===== src/rtl/uart_io_pkg.sv =====
// Shared constants for the memory-mapped UART: register map, STATUS layout,
// transmitter state encoding and the baud divider calculation.
package uart_io_pkg;

  // Register select (single address bit)
  localparam logic REG_DATA   = 1'b0;
  localparam logic REG_STATUS = 1'b1;

  // STATUS word bit positions; count occupies [ST_COUNT +: 4]
  localparam int ST_ACTIVE = 0;
  localparam int ST_FULL   = 1;
  localparam int ST_EMPTY  = 2;
  localparam int ST_OVF    = 3;
  localparam int ST_COUNT  = 4;

  // Transmitter FSM encoding
  localparam logic [1:0] S_IDLE  = 2'd0;
  localparam logic [1:0] S_START = 2'd1;
  localparam logic [1:0] S_DATA  = 2'd2;
  localparam logic [1:0] S_STOP  = 2'd3;

  // Clock cycles per bit, truncated
  function automatic int calc_div(input int clk_hz, input int baud);
    return clk_hz / baud;
  endfunction

endpackage


===== src/rtl/uart_tx_io_sync_fifo.sv =====
// Generic synchronous FIFO. Pointers carry one extra wrap bit so full and
// empty are distinguishable without a separate counter. A push into a full
// FIFO is accepted only when a pop happens in the same cycle.
module sync_fifo #(
  parameter int WIDTH = 8,
  parameter int DEPTH = 8
) (
  input  logic                     clock,
  input  logic                     reset,
  input  logic                     i_push,
  input  logic                     i_pop,
  input  logic [WIDTH-1:0]         i_din,
  output logic [WIDTH-1:0]         o_dout,
  output logic                     o_full,
  output logic                     o_empty,
  output logic [$clog2(DEPTH):0]   o_count
);

  localparam int AW = $clog2(DEPTH);
  localparam logic [AW:0] FULL_CNT = (AW+1)'(DEPTH);

  logic [WIDTH-1:0] r_mem [DEPTH];
  logic [AW:0]      r_wr_ptr;
  logic [AW:0]      r_rd_ptr;
  logic [AW:0]      w_count;
  logic             w_do_push;
  logic             w_do_pop;

  assign w_count   = r_wr_ptr - r_rd_ptr;
  assign o_count   = w_count;
  assign o_full    = (w_count == FULL_CNT);
  assign o_empty   = (r_wr_ptr == r_rd_ptr);
  assign w_do_push = i_push && (!o_full || i_pop);
  assign w_do_pop  = i_pop && !o_empty;
  assign o_dout    = r_mem[r_rd_ptr[AW-1:0]];

  // Storage write; the head is read out before being overwritten on push+pop when full
  always_ff @(posedge clock) begin
    if (w_do_push) r_mem[r_wr_ptr[AW-1:0]] <= i_din;
  end

  // Pointer update
  always_ff @(posedge clock) begin
    if (reset) begin
      r_wr_ptr <= '0;
      r_rd_ptr <= '0;
    end else begin
      if (w_do_push) r_wr_ptr <= r_wr_ptr + (AW+1)'(1);
      if (w_do_pop)  r_rd_ptr <= r_rd_ptr + (AW+1)'(1);
    end
  end

endmodule


===== src/rtl/uart_tx_io.sv =====
// Memory-mapped 8N1 UART transmitter with a byte FIFO and a STATUS register.
//
//   state   | meaning
//   --------+---------------------------------------------
//   S_IDLE  | line idle high, waiting for a queued byte
//   S_START | start bit (low) for DIV cycles
//   S_DATA  | eight data bits, LSB first, DIV cycles each
//   S_STOP  | stop bit (high); chains straight into the next frame
module uart_tx_io
  import uart_io_pkg::*;
#(
  parameter int CLK_HZ     = 10_000_000,
  parameter int BAUD       = 115_200,
  parameter int FIFO_DEPTH = 8
) (
  input  logic        clock,
  input  logic        reset,
  input  logic        i_io_write,
  input  logic        i_io_read,
  input  logic        i_io_addr,
  input  logic [7:0]  i_io_wdata,
  output logic [31:0] o_io_rdata,
  output logic        o_tx,
  output logic        o_tx_busy
);

  localparam int DIV = calc_div(CLK_HZ, BAUD);
  localparam int BW  = (DIV > 1) ? $clog2(DIV) : 1;
  localparam int CW  = $clog2(FIFO_DEPTH) + 1;
  localparam logic [BW-1:0] BAUD_LAST = BW'(DIV - 1);

  logic [1:0]    r_state;
  logic [1:0]    w_state_nxt;
  logic [BW-1:0] r_baud_cnt;
  logic [2:0]    r_bit_cnt;
  logic [7:0]    r_shift;
  logic          r_tx;
  logic          r_ovf;

  logic          w_baud_end;
  logic          w_pop;
  logic          w_frame_active;
  logic          w_line;
  logic          w_data_wr;
  logic          w_stat_wr;
  logic          w_ovf_set;
  logic          w_ovf_clr;
  logic [7:0]    w_head;
  logic          w_full;
  logic          w_empty;
  logic [CW-1:0] w_count;
  logic [3:0]    w_count4;
  logic [31:0]   w_status;

  assign w_data_wr  = i_io_write && (i_io_addr == REG_DATA);
  assign w_stat_wr  = i_io_write && (i_io_addr == REG_STATUS);
  assign w_baud_end = (r_baud_cnt == BAUD_LAST);

  sync_fifo #(
    .WIDTH (8),
    .DEPTH (FIFO_DEPTH)
  ) u_fifo (
    .clock   (clock),
    .reset   (reset),
    .i_push  (w_data_wr),
    .i_pop   (w_pop),
    .i_din   (i_io_wdata),
    .o_dout  (w_head),
    .o_full  (w_full),
    .o_empty (w_empty),
    .o_count (w_count)
  );

  // FSM state register
  always_ff @(posedge clock) begin
    if (reset) r_state <= S_IDLE;
    else       r_state <= w_state_nxt;
  end

  // FSM next-state logic
  always_comb begin
    w_state_nxt = r_state;
    case (r_state)
      S_IDLE:  if (!w_empty) w_state_nxt = S_START;
      S_START: if (w_baud_end) w_state_nxt = S_DATA;
      S_DATA:  if (w_baud_end && (r_bit_cnt == 3'd7)) w_state_nxt = S_STOP;
      S_STOP:  if (w_baud_end) w_state_nxt = w_empty ? S_IDLE : S_START;
      default: w_state_nxt = S_IDLE;
    endcase
  end

  // FSM outputs: FIFO pop strobe and the line level for the next cycle
  always_comb begin
    w_pop          = 1'b0;
    w_line         = 1'b1;
    w_frame_active = (r_state != S_IDLE);
    case (r_state)
      S_IDLE:  w_pop  = !w_empty;
      S_START: w_line = 1'b0;
      S_DATA:  w_line = r_shift[0];
      S_STOP:  w_pop  = w_baud_end && !w_empty;
      default: w_pop  = 1'b0;
    endcase
  end

  // Bit timing, shift register and registered line driver
  always_ff @(posedge clock) begin
    if (reset) begin
      r_tx       <= 1'b1;
      r_shift    <= '0;
      r_bit_cnt  <= '0;
      r_baud_cnt <= '0;
    end else begin
      r_tx <= w_line;
      if (w_pop) begin
        r_shift    <= w_head;
        r_bit_cnt  <= '0;
        r_baud_cnt <= '0;
      end else if (w_frame_active) begin
        if (w_baud_end) begin
          r_baud_cnt <= '0;
          if (r_state == S_DATA) begin
            r_shift   <= {1'b0, r_shift[7:1]};
            r_bit_cnt <= r_bit_cnt + 3'd1;
          end
        end else begin
          r_baud_cnt <= r_baud_cnt + BW'(1);
        end
      end
    end
  end

  // A dropped byte sets the sticky flag; a set outranks a clear in the same cycle.
  // The clear bit in a STATUS write sits at the same position as the flag it clears.
  assign w_ovf_set = w_data_wr && w_full && !w_pop;
  assign w_ovf_clr = w_stat_wr && i_io_wdata[ST_OVF];

  // Sticky overflow flag
  always_ff @(posedge clock) begin
    if (reset)          r_ovf <= 1'b0;
    else if (w_ovf_set) r_ovf <= 1'b1;
    else if (w_ovf_clr) r_ovf <= 1'b0;
  end

  // A 16-deep full FIFO reads back count 0; the full bit disambiguates
  assign w_count4 = 4'(w_count);

  // STATUS word assembly and read mux
  always_comb begin
    w_status                 = '0;
    w_status[ST_ACTIVE]      = w_frame_active;
    w_status[ST_FULL]        = w_full;
    w_status[ST_EMPTY]       = w_empty;
    w_status[ST_OVF]         = r_ovf;
    w_status[ST_COUNT +: 4]  = w_count4;
    o_io_rdata               = '0;
    if (i_io_read && (i_io_addr == REG_STATUS)) o_io_rdata = w_status;
  end

  assign o_tx      = r_tx;
  assign o_tx_busy = w_frame_active || !w_empty;

endmodule


===== config.mk =====
export PLATFORM = sky130hd
export DESIGN_NAME = uart_tx_io
export DESIGN_NICKNAME = d
export VERILOG_FILES = /design/src/rtl/uart_io_pkg.sv /design/src/rtl/uart_tx_io_sync_fifo.sv /design/src/rtl/uart_tx_io.sv
export SDC_FILE = /design/constraint.sdc
export NUM_CORES = 1
export LEC_CHECK = 0
export BUFFER_PORTS_ARGS = -buffer_cell sky130_fd_sc_hd__buf_2
export CORE_AREA = 2 2 83 101
export CTS_CLUSTER_DIAMETER = 150
export DETAILED_ROUTE_END_ITERATION = 16
export DIE_AREA = 0 0 85 103
export PLACE_DENSITY = 0.77
export SETUP_SLACK_MARGIN = 0.05
export SYNTH_ARGS = -nofsm -noshare
export SYNTH_HDL_FRONTEND = slang
export SYNTH_SLANG_ARGS = --single-unit
export TNS_END_PERCENT = 5

===== constraint.sdc =====
create_clock -name clock -period 3.7 [get_ports clock]
set_input_delay 0.185 -clock clock [delete_from_list [all_inputs] [get_ports clock]]
set_output_delay 0.185 -clock clock [all_outputs]
set_load 0.02 [all_outputs]

==> impl_results.md, run 1 <==
* Global-route wire length before repair at ~11000 um
* Crit start category: flip-flop
* Final hold violations at 0
* Final #Nets at 379
* Hold WC Path Type: in -> reg
* Filler cells at between 600 and 700
* Slew Limit Headroom at between 40 and 50%
* # clock sinks at 97
* Post-DRT Antenna Nets at 0
* CP arrival at roughly 2.8 ns
* Post-synthesis instance total at 326
* Setup violators final at 0
* Post-synth EDFFs at 64
* Vias in the first global route at around 2.4k
* Total CTS buffers at 9
* Power per Cell Area at around 580 nW/um2
* Reg-to-reg endpoint: u_fifo.r_mem[5][5]
* Post-route cell area at 4700 um2
* Core Region at roughly 7900 um2
* Ranking of synthesized cells by area: edfxtp_1 44%, dfxtp_1 15%, mux4_2 8.2%, buf_4 4.3%, ha_1 3.7%
* 1st-iter DRT viols at 100
* Hold Crit Start: i_io_addr
* Max VDD drop at 0.000412 V
* PostCTS Resize Cnt at 0
* Worst path required time at 3.72 ns
* R2r setup slk at 0.96 ns
* Final Max Slew Viols at 0
* Cell taking the most area after synthesis: edfxtp_1
* Total congestion overflow at 0
* Placed instance area at around 4500 um2
* Worst Setup End Kind: flip-flop
* Gr usage total at around 17%
* Top achievable clock speed at approximately 0.36 GHz
* Pre-Repair DR Iteration Count at 6
* Post-CTS Hold Buffers at 0
* Slew @ Worst Pin at 0.762 ns
* Final worst-path cycle share at 74.1%
* R2R depth at 8
* Avg Cell Area, Syn at roughly 13 um2
* DRC at 0
* Pleak at around 1.6 nW
* Distinct cells, synth at 43
* Sequential fraction of the synthesis area at around 59%
* Via density per instance at around 5.5
* Status: finished clean
* Port buffer count at 22
* Pin count of the biggest net entering global routing at 30
* WL/cell at approximately 15 um
* RSZ-0062 raised after global routing: false
* Area growth, synth to finish at 7.01%
* Worst-skew pair later-pin latency at approximately 0.36 ns
* Synthesized area at ~4400 um2
* Yosys top cell area share at approximately 44%
* Vias at 2476
* CTS Root Cell: clkbuf_8
* Sum Neg Setup Slack at 0 ns
* RD Place Congestion at around 0.85
* Setup bufs post-CTS at 0
* Die height at between 100 and 150 um
* HPWL after detailed placement at between 5000 and 6000 um
* #FFs+latches synth at 97
* H-tree depth at 3
* Yosys warns at 0
* Routed wire length at ~7000 um
* Primary FF master, synth: edfxtp_1
* CTS tree: built
* Die area at between 8000 and 9000 um2
* Crit Path Class: reg -> reg
* Inserted Diodes at 0
* Max-cap violations at 0
* Worst r2r src: u_fifo.r_wr_ptr[0]
* DIE WIDTH at ~85 um
* Initial Util at about 56%
* Setup Skew at 0.00569 ns
* Async set-reset flop share out of synthesis at 0%
* Clock Tree Buf Depth at 2
* Hold EP: r_ovf
* Tmin final at approximately 2.7 ns
* Worst-path clk slew at roughly 0.08 ns
* Cell depth of the worst hold path at 2
* Initial antenna violation count at 0
* Row cnt at 36
* Share of cells above drive strength 1 at ~19%
* Io pins at 47
* Worst Path Max Fanout at 8
[cell usage after synthesis (4+ instances only)]
cell / count
a211oi_1: 17
a21oi_1: 8
and3_1: 4
buf_4: 25
clkbuf_1: 9
dfxtp_1: 33
edfxtp_1: 64
ha_1: 13
inv_1: 10
mux2i_1: 11
mux4_2: 16
nand2_1: 13
nand3_1: 7
nor2_1: 29
nor2b_1: 11
nor3_1: 5
nor4_1: 4
xnor2_1: 8
xor2_1: 5
[worst max path at each step]
stage / startpoint / cells after the start / endpoint / slack, ns
2_1_floorplan: u_fifo.r_wr_ptr[0] / 8 / u_fifo.r_mem[0][0] / 0.84
3_3_place_gp: u_fifo.r_wr_ptr[0] / 8 / u_fifo.r_mem[5][4] / 1.08
3_5_place_dp: u_fifo.r_wr_ptr[0] / 8 / u_fifo.r_mem[5][4] / 0.94
4_1_cts: u_fifo.r_wr_ptr[0] / 8 / u_fifo.r_mem[5][2] / 0.92
5_1_grt: u_fifo.r_wr_ptr[0] / 8 / u_fifo.r_mem[5][3] / 0.76
6_report: u_fifo.r_wr_ptr[0] / 8 / u_fifo.r_mem[5][5] / 0.96
[registers in the layout, summed over array words and instances (netlist names), named ones only]
signal and count:
u_fifo.r_mem 64, r_shift 8, r_baud_cnt 7, u_fifo.r_rd_ptr 4, u_fifo.r_wr_ptr 4, r_bit_cnt 3
r_state 2, o_tx 1, r_ovf 1
[report_power, final]
group / leakage [nW] / internal (mW) / switching [mW]
sequential: 0.846 / 1.24 / 0.0650
combinational: 0.707 / 0.358 / 0.468
clock: 0.0846 / 0.248 / 0.344
total: 1.64 / 1.85 / 0.878
[layer usage]
layer  GRT usage (%)  part of all wire, %
met4            7.57                  1.5
met3            2.96                  2.4
met2            29.7                   53
met5               0                    0
met1            20.5                   43
[critical path, stage by stage (launching register included)]
cell	delay, ns
dfxtp_1	0.44
inv_1	0.14
ha_1	0.23
fa_1	0.38
xor2_1	0.16
and3_1	0.21
o2111a_2	0.17
nor2_1	0.21
and4_1	0.47
[stage by stage]
| stage | utilization, % | hold slack (ns) | cells | worst slack, ns | power [mW] |
|---|---|---|---|---|---|
| after global routing | 59.6 | 0.0515 | 451 | 0.765 | 2.90 |
| after CTS | 59.6 | 0.0274 | 451 | 0.925 | 2.76 |
| after detailed placement | 57.5 | 0.413 | 436 | 0.940 | 2.17 |
| final | 59.6 | 0.0456 | 451 | 0.958 | 2.73 |
| after global placement | 57.5 | 0.407 | 436 | 1.08 | 2.14 |
| after floorplan | - | 0.282 | 349 | 0.844 | 2.00 |
[cell families after synthesis]
family | synth area share [%]
compound gates | 6.75
xor+xnor | 2.59
fa+ha+maj | 4.16
buf+inv | 6.21
flops | 58.8
mux | 11.5
other cells | 0.0854
simple gates | 9.94
[cell usage in the layout, fill, tap and decap left out, types with 2 or more instances in the layout]
master and instances:
xor2_1 5, and3_1 4, nor3_1 5, mux4_2 16, edfxtp_1 64, conb_1 24, a21o_1 2, nor2b_1 11
clkbuf_8 9, a21oi_1 8, inv_1 10, mux2i_1 11, a211oi_1 17, buf_2 22, nor4_1 4, and4_1 3
buf_4 7, nand2_1 13, ha_1 13, xnor2_1 8, nand3_1 7, dfxtp_1 33, nor2_1 29, o21ai_0 3
nor3b_1 2, mux2_2 3, nand2b_1 2
[layout make-up]
class	count	area, um2	area share (%)
sequential	97	2580	54.9
multi-input combinational	205	1630	34.7
timing repair buffer	29	163	3.46
clock buffer	10	128	2.71
tap	95	119	2.53
clock inverter	5	41.3	0.878
inverter	10	37.5	0.799
(Power assumes the default switching activity.)
==> run 2, diff against run 1 <==
--- a/config.mk
+++ b/config.mk
@@ -5,12 +5,13 @@
 export SDC_FILE = /design/constraint.sdc
 export NUM_CORES = 1
 export LEC_CHECK = 0
+export ABC_AREA = 1
 export BUFFER_PORTS_ARGS = -buffer_cell sky130_fd_sc_hd__buf_2
-export CORE_AREA = 2 2 83 101
+export CORE_AREA = 2 2 88 107
 export CTS_CLUSTER_DIAMETER = 150
 export DETAILED_ROUTE_END_ITERATION = 16
-export DIE_AREA = 0 0 85 103
-export PLACE_DENSITY = 0.77
+export DIE_AREA = 0 0 90 109
+export PLACE_DENSITY = 0.75
 export SETUP_SLACK_MARGIN = 0.05
 export SYNTH_ARGS = -nofsm -noshare
 export SYNTH_HDL_FRONTEND = slang
==> constraint.sdc (replaced) <==
create_clock -name clock -period 2.4 [get_ports clock]
set_input_delay 0.12 -clock clock [delete_from_list [all_inputs] [get_ports clock]]
set_output_delay 0.12 -clock clock [all_outputs]
set_load 0.02 [all_outputs]
==> run 2 against run 1 <==
Total power grew 79%; final cell count rose by 40%; synthesized cell count is 47% higher; combinational power grew 110%; clock skew up 0.0036 ns; sequential power is 54% higher; largest cell class unchanged; critical path type unchanged; critical endpoint is now u_fifo.r_mem[3][2]; die area rose by 12%.
==> impl_results.md, run 2 <==
* Clock Tree Buf Depth at 2
* R2R depth at 10
* H-tree depth at 3
* Final Max Slew Viols at 0
* Inserted Diodes at 0
* Worst-skew pair later-pin latency at between 0.3 and 0.4 ns
* #FFs+latches synth at 97
* Yosys top cell area share at between 40% and 50%
* Commonest non-fill, non-tap cell in the layout: nand2_1
* CP arrival at ~2.4 ns
* Placed instance area at around 4700 um2
* Hold WC Path Type: in -> reg
* Core Region at 8840 um2
* Minimum hold slack at around 0.055 ns
* Total congestion overflow at 0
* Status: finished clean
* Setup bufs post-CTS at 0
* Sum Neg Setup Slack at 0 ns
* Global-route wire length before repair at ~15000 um
* 1st-iter DRT viols at 340
* DP Worst Slack at 0.0333 ns
* Setup violators final at 0
* Initial Util at between 50% and 60%
* Power per Cell Area at between 900 and 1000 nW/um2
* Ranking of synthesized cells by area: edfxtp_1 42%, dfxtp_1 14%, nand2_1 6.5%, nor2_1 5.5%, nand3_1 4.7%
* Vias in the first global route at around 3.2k
* Final Worst Setup Slack at ~0.12 ns
* Worst path required time at roughly 2.5 ns
* Post-synthesis instance total at between 400 and 500
* Primary FF master, synth: edfxtp_1
* Reg-to-reg endpoint: u_fifo.r_mem[3][2]
* Worst-path clk slew at roughly 0.09 ns
* Tmin final at between 2 and 2.5 ns
* Final worst-path cycle share at a little over nine tenths
* Die height at about 110 um
* Crit start category: flip-flop
* CP max stage cell: fa_1
* Crit Path Class: reg -> reg
* Sequential fraction of the synthesis area at 56.5%
* Worst path cell trace: ha_1 > fa_1 > xor2_1 > nand2_2 > nor2_4 > nand3_4 > nand3_2 > buf_4 > nor2_1 > buf_4
* CTS Root Cell: clkbuf_8
* Top achievable clock speed at around 0.44 GHz
* Vias at 3326
* Gr usage total at about 20%
* Share of cells above drive strength 1 at 15.2%
* Async set-reset flop share out of synthesis at 0%
* Most frequent cells in the layout: 79 x nand2_1, 64 x nor2_1, 64 x edfxtp_1, 43 x nand3_1, 39 x o21ai_0
* Distinct cells, synth at 36
* Total CTS buffers at 9
* Area growth, synth to finish at 9.01%
* Cell depth of the worst hold path at 4
* RD Place Congestion at 0.937
* Post-DRT Antenna Nets at 0
* Port buffer count at 22
* Routed wire length at 9440 um
* Worst r2r src: u_fifo.r_rd_ptr[0]
* DIE WIDTH at around 90 um
* Top cells by instance count after synthesis: 79 x nand2_1, 67 x nor2_1, 64 x edfxtp_1
* Cell taking the most area after synthesis: edfxtp_1
* Pleak at between 2 and 2.5 nW
* Slew Limit Headroom at 50.4%
* Slew @ Worst Pin at roughly 0.74 ns
* Row cnt at 38
* Setup Skew at approximately 0.0093 ns
* Io pins at 47
* CP Capture Point: u_fifo.r_mem[3][2]
* CP Launch Point: u_fifo.r_rd_ptr[0]
* R2r setup slk at ~0.12 ns
* Worst Path Max Fanout at 8
* Crit path top cell by count: buf_4
* Worst Setup End Kind: flip-flop
* RSZ-0062 raised after global routing: true
* # clock sinks at 97
* Max VDD drop at slightly below 0.0007 V
* Avg Cell Area, Syn at around 9.6 um2
* Max-cap violations at 0
* Initial antenna violation count at 0
* Via density per instance at approximately 5.3
* Synthesized area at 4570 um2
* Post-route cell area at about 5000 um2
* Core Util, Final at 56.3%
* Final #Nets at about 540
* Post-synth EDFFs at between 60 and 70
* CTS tree: built
* Die area at 9810 um2
* Yosys warns at 0
* HPWL after detailed placement at roughly 6600 um
* Final hold violations at 0
* WL/cell at 14.9 um
* Max reg flops at 64
* Pre-Repair DR Iteration Count at 4
* Pin count of the biggest net entering global routing at 33
* Largest stage delay, worst path at 0.38 ns
* DRC at 0
* Most frequent cell after synthesis: nand2_1
## run 2: changes by cell type after synthesis, moves of 11 or more
cell | previous run | this run
nor2_1 | 29 | 67
nand2_1 | 13 | 79
mux4_2 | 16 | 0
nand3_1 | 7 | 43
inv_1 | 10 | 30
a211oi_1 | 17 | 0
nor2b_1 | 11 | 0
mux2i_1 | 11 | 0
o21ai_0 | 3 | 39
## run 2: final cells by class
class / count / area (um2)
multi-input combinational: 329 / 1680
timing repair buffer: 38 / 230
clock buffer: 12 / 155
sequential: 97 / 2580
inverter: 33 / 124
clock inverter: 4 / 58.8
fill: 771 / 3860
tap: 120 / 150
## run 2: worst min-delay path by stage
| stage | slack [ns] | from | end |
|---|---|---|---|
| floorplan | 0.22 | i_io_wdata[0] | u_fifo.r_mem[0][0] |
| global placement | 0.43 | i_io_write | r_ovf |
| detailed placement | 0.45 | i_io_wdata[5] | u_fifo.r_mem[4][5] |
| CTS | 0.06 | i_io_wdata[5] | u_fifo.r_mem[2][5] |
| global route | 0.06 | i_io_wdata[1] | u_fifo.r_mem[2][1] |
| finish | 0.06 | i_io_write | r_ovf |
## run 2: per-layer routing
layer	global-route usage, %	share of wire (%)	up-vias
met4	11.0	3.2	0
met1	23.5	42	1584
li1	-	-	1611
met2	35.1	50	106
met3	3.25	4.7	25
met5	0	0	-
## run 2: cell families (layout without fill, tap and decap cells)
logic type	after synthesis	after routing	synth area share [%]
xor gates and xnor gates	9	9	1.73
AOI/OAI and AO/OA	69	69	7.89
DFF	97	97	56.5
other	1	24	0.0821
buffers and inverters	75	87	8.98
adders and majority gates	14	14	4.00
and+or+nand+nor	213	213	20.8
## run 2: report_power, final
| part | switching [mW] | internal, mW |
|---|---|---|
| Combinational | 1.16 | 0.567 |
| Clock | 0.567 | 0.552 |
| Sequential | 0.0936 | 1.93 |
| Total | 1.82 | 3.05 |
## run 2: critical path, delay by kind of cell (launching register included)
kind / cells / cell delay (ns)
flip-flops: 1 / 0.37
buffers and inverters: 2 / 0.34
AND/OR/NAND/NOR: 5 / 0.49
XOR/XNOR: 1 / 0.17
adder cells (fa/ha/maj): 2 / 0.62
## run 2: timing repair
action,in CTS,in global routing
gates resized for setup,1,4
hold buffers,0,0
setup endpoints to repair,8,49
## run 2: through the flow
stage,instances,power (mW)
6_report,633,4.87
5_1_grt,633,5.17
4_1_cts,633,4.88
3_5_place_dp,617,3.77
3_3_place_gp,617,3.72
2_1_floorplan,501,3.42
==> run 3, diff against run 2 <==
--- a/config.mk
+++ b/config.mk
@@ -6,12 +6,14 @@
 export NUM_CORES = 1
 export LEC_CHECK = 0
 export ABC_AREA = 1
-export BUFFER_PORTS_ARGS = -buffer_cell sky130_fd_sc_hd__buf_2
-export CORE_AREA = 2 2 88 107
+export BUFFER_PORTS_ARGS = -buffer_cell sky130_fd_sc_hd__clkbuf_2
+export CELL_PAD_IN_SITES_DETAIL_PLACEMENT = 1
+export CELL_PAD_IN_SITES_GLOBAL_PLACEMENT = 1
+export CORE_AREA = 2 2 100 121
 export CTS_CLUSTER_DIAMETER = 150
 export DETAILED_ROUTE_END_ITERATION = 16
-export DIE_AREA = 0 0 90 109
-export PLACE_DENSITY = 0.75
+export DIE_AREA = 0 0 102 123
+export PLACE_DENSITY_LB_ADDON = 0.1
 export SETUP_SLACK_MARGIN = 0.05
 export SYNTH_ARGS = -nofsm -noshare
 export SYNTH_HDL_FRONTEND = slang
==> run 3 against run 2 <==
Non-clock buffer count is 3 higher; sequential power hardly changed; design area is 3.2% higher; sequential share of layout area is 1.6 points lower; register-to-register slack better by 0.05 ns; sequential cell count stayed put; die area is 28% higher; wire length is 18% higher; global-route usage is 0.93 points lower; worst setup slack better by 0.047 ns; largest power group unchanged.
==> impl_results.md, run 3 (synthesis gave the netlist of run 2 again) <==
* Io pins at 47
* Cell depth of the worst hold path at 4
* Worst Setup End Kind: flip-flop
* Commonest non-fill, non-tap cell in the layout: nand2_1
* RSZ-0062 raised after global routing: false
* Global-route wire length before repair at roughly 18000 um
* H-tree depth at 3
* Worst Path Max Fanout at 8
* Die height at roughly 120 um
* Multi-input gate area at between 1500 and 2000 um2
* Final #Nets at around 540
* Worst path required time at roughly 2.5 ns
* Total congestion overflow at 0
* 1st-iter DRT viols at ~180
* WL/cell at about 17 um
* Pleak at 2.05 nW
* Clock power share at roughly a quarter
* Row cnt at 43
* Sw Share at 36.4%
* Worst path cell trace: inv_1 > ha_1 > fa_2 > xor2_2 > nand2_2 > nor2_4 > nand3_4 > nand2_4 > buf_4 > nor3_1 > buf_4
* Pre-Repair DR Iteration Count at 4
* Worst-skew pair later-pin latency at 0.34 ns
* Top achievable clock speed at around 0.45 GHz
* Port buffer count at 22
* Flop pwr share at about two fifths
* Total CTS buffers at 9
* CTS tree: built
* Worst-path clk slew at 0.06 ns
* Inserted Diodes at 0
* Die area at approximately 13000 um2
* Routed wire length at 11100 um
* Pin count of the biggest net entering global routing at 33
* Clock Tree Buf Depth at 2
* CTS Root Cell: clkbuf_16
* CP max stage cell: fa_2
* Core Region at roughly 11000 um2
* Internal power at ~3.3 mW
* Final worst-path cycle share at approximately 93%
* Post-DRT Antenna Nets at 0
* Via density per instance at 4.85
* Slew Limit Headroom at 55.7%
* HPWL after detailed placement at approximately 8000 um
* Initial antenna violation count at 0
* Status: finished clean
* Crit Path Class: reg -> reg
* Setup violators final at 0
* Hold WC Path Type: in -> reg
* Placed instance area at between 4000 and 5000 um2
* Post-route cell area at between 5000 and 6000 um2
* Largest stage delay, worst path at 0.35 ns
* Power per Cell Area at between 1000 and 1500 nW/um2
* Vias in the first global route at between 3k and 4k
* Net Switching at 1.91 mW
* Setup bufs post-CTS at 0
* Max-cap violations at 0
* Comb pwr share at between 30% and 40%
* Most frequent cells in the layout: 79 x nand2_1, 64 x nor2_1, 64 x edfxtp_1, 43 x nand3_1, 39 x o21ai_0
* Slew @ Worst Pin at about 0.66 ns
* Crit start category: flip-flop
* Setup Skew at slightly above 0.007 ns
* Initial Util at 40.1%
* Filler cells at about 1.3k
* CP arrival at roughly 2.3 ns
* # clock sinks at 97
* R2R depth at 11
* Final hold violations at 0
* Gr usage total at approximately a fifth
* Max reg flops at 64
* Area growth, synth to finish at 12.5%
* Final Max Slew Viols at 0
* Crit path top cell by count: buf_4
* Vias at 3261
* DRC at 0
* Max VDD drop at 0.000551 V
* Sum Neg Setup Slack at 0 ns
* RD Place Congestion at 0.757
* DIE WIDTH at between 100 and 150 um
* Share of cells above drive strength 1 at between 10% and 20%
* Register area at 2580 um2
* Tmin final at 2.24 ns
-- run 3: area by class of cell --
class,instances,area share [%]
clock buffer,11,4.53
clock inverter,4,0.876
inverter,33,2.41
multi-input combinational,329,33.0
sequential,97,50.3
tap,157,3.82
timing repair buffer,41,5.06
-- run 3: power groups by stage --
stage / logic (mW) / registers [mW] / clock network (mW)
final: 1.84 / 2.02 / 1.38
after global routing: 2.07 / 2.04 / 1.48
after CTS: 1.84 / 2.02 / 1.43
after detailed placement: 1.82 / 2.05 / 0
after global placement: 1.79 / 2.05 / 0
after floorplan: 1.38 / 2.05 / 0
-- run 3: through the flow --
step | utilization [%] | power (mW) | instances | hold WS [ns] | setup slack [ns]
after floorplan | - | 3.42 | 501 | 0.219 | -0.151
after global placement | 42.2 | 3.83 | 657 | 0.455 | 0.145
after detailed placement | 42.2 | 3.88 | 657 | 0.458 | 0.0496
after CTS | 44.7 | 5.28 | 672 | 0.0900 | 0.0530
after global routing | 45.1 | 5.59 | 672 | 0.128 | 0.0393
final | 45.1 | 5.24 | 672 | 0.104 | 0.165
-- run 3: path summary, 6_finish.rpt --
path                      startpoint                  to  slack [ns]
hold / removal            i_io_write               r_ovf        0.10
setup / recovery  u_fifo.r_wr_ptr[0]  u_fifo.r_mem[4][6]        0.16
setup reg to reg  u_fifo.r_wr_ptr[0]  u_fifo.r_mem[4][6]        0.16
hold reg to reg                r_ovf               r_ovf        0.47
-- run 3: critical path, delay by kind of cell (launching register included) --
kind,cells,cell delay (ns)
buffers and inverters,3,0.42
flip-flops,1,0.33
XOR/XNOR,1,0.16
adder cells (fa/ha/maj),2,0.55
AND/OR/NAND/NOR,5,0.46
-- run 3: timing repair --
action	4_1_cts	5_1_grt
setup endpoints to repair	0	65
hold buffers	0	0
gates resized for setup	0	12
-- run 3: metal layers --
metal  vias to the layer above  routed length (um)  global-route usage [%]
li1                       1614                   -                       -
met1                      1586                4640                    22.8
met2                        50                5940                    34.5
met3                        11                 366                    3.39
met4                         0                 143                    5.67
met5                         -                   0                       0
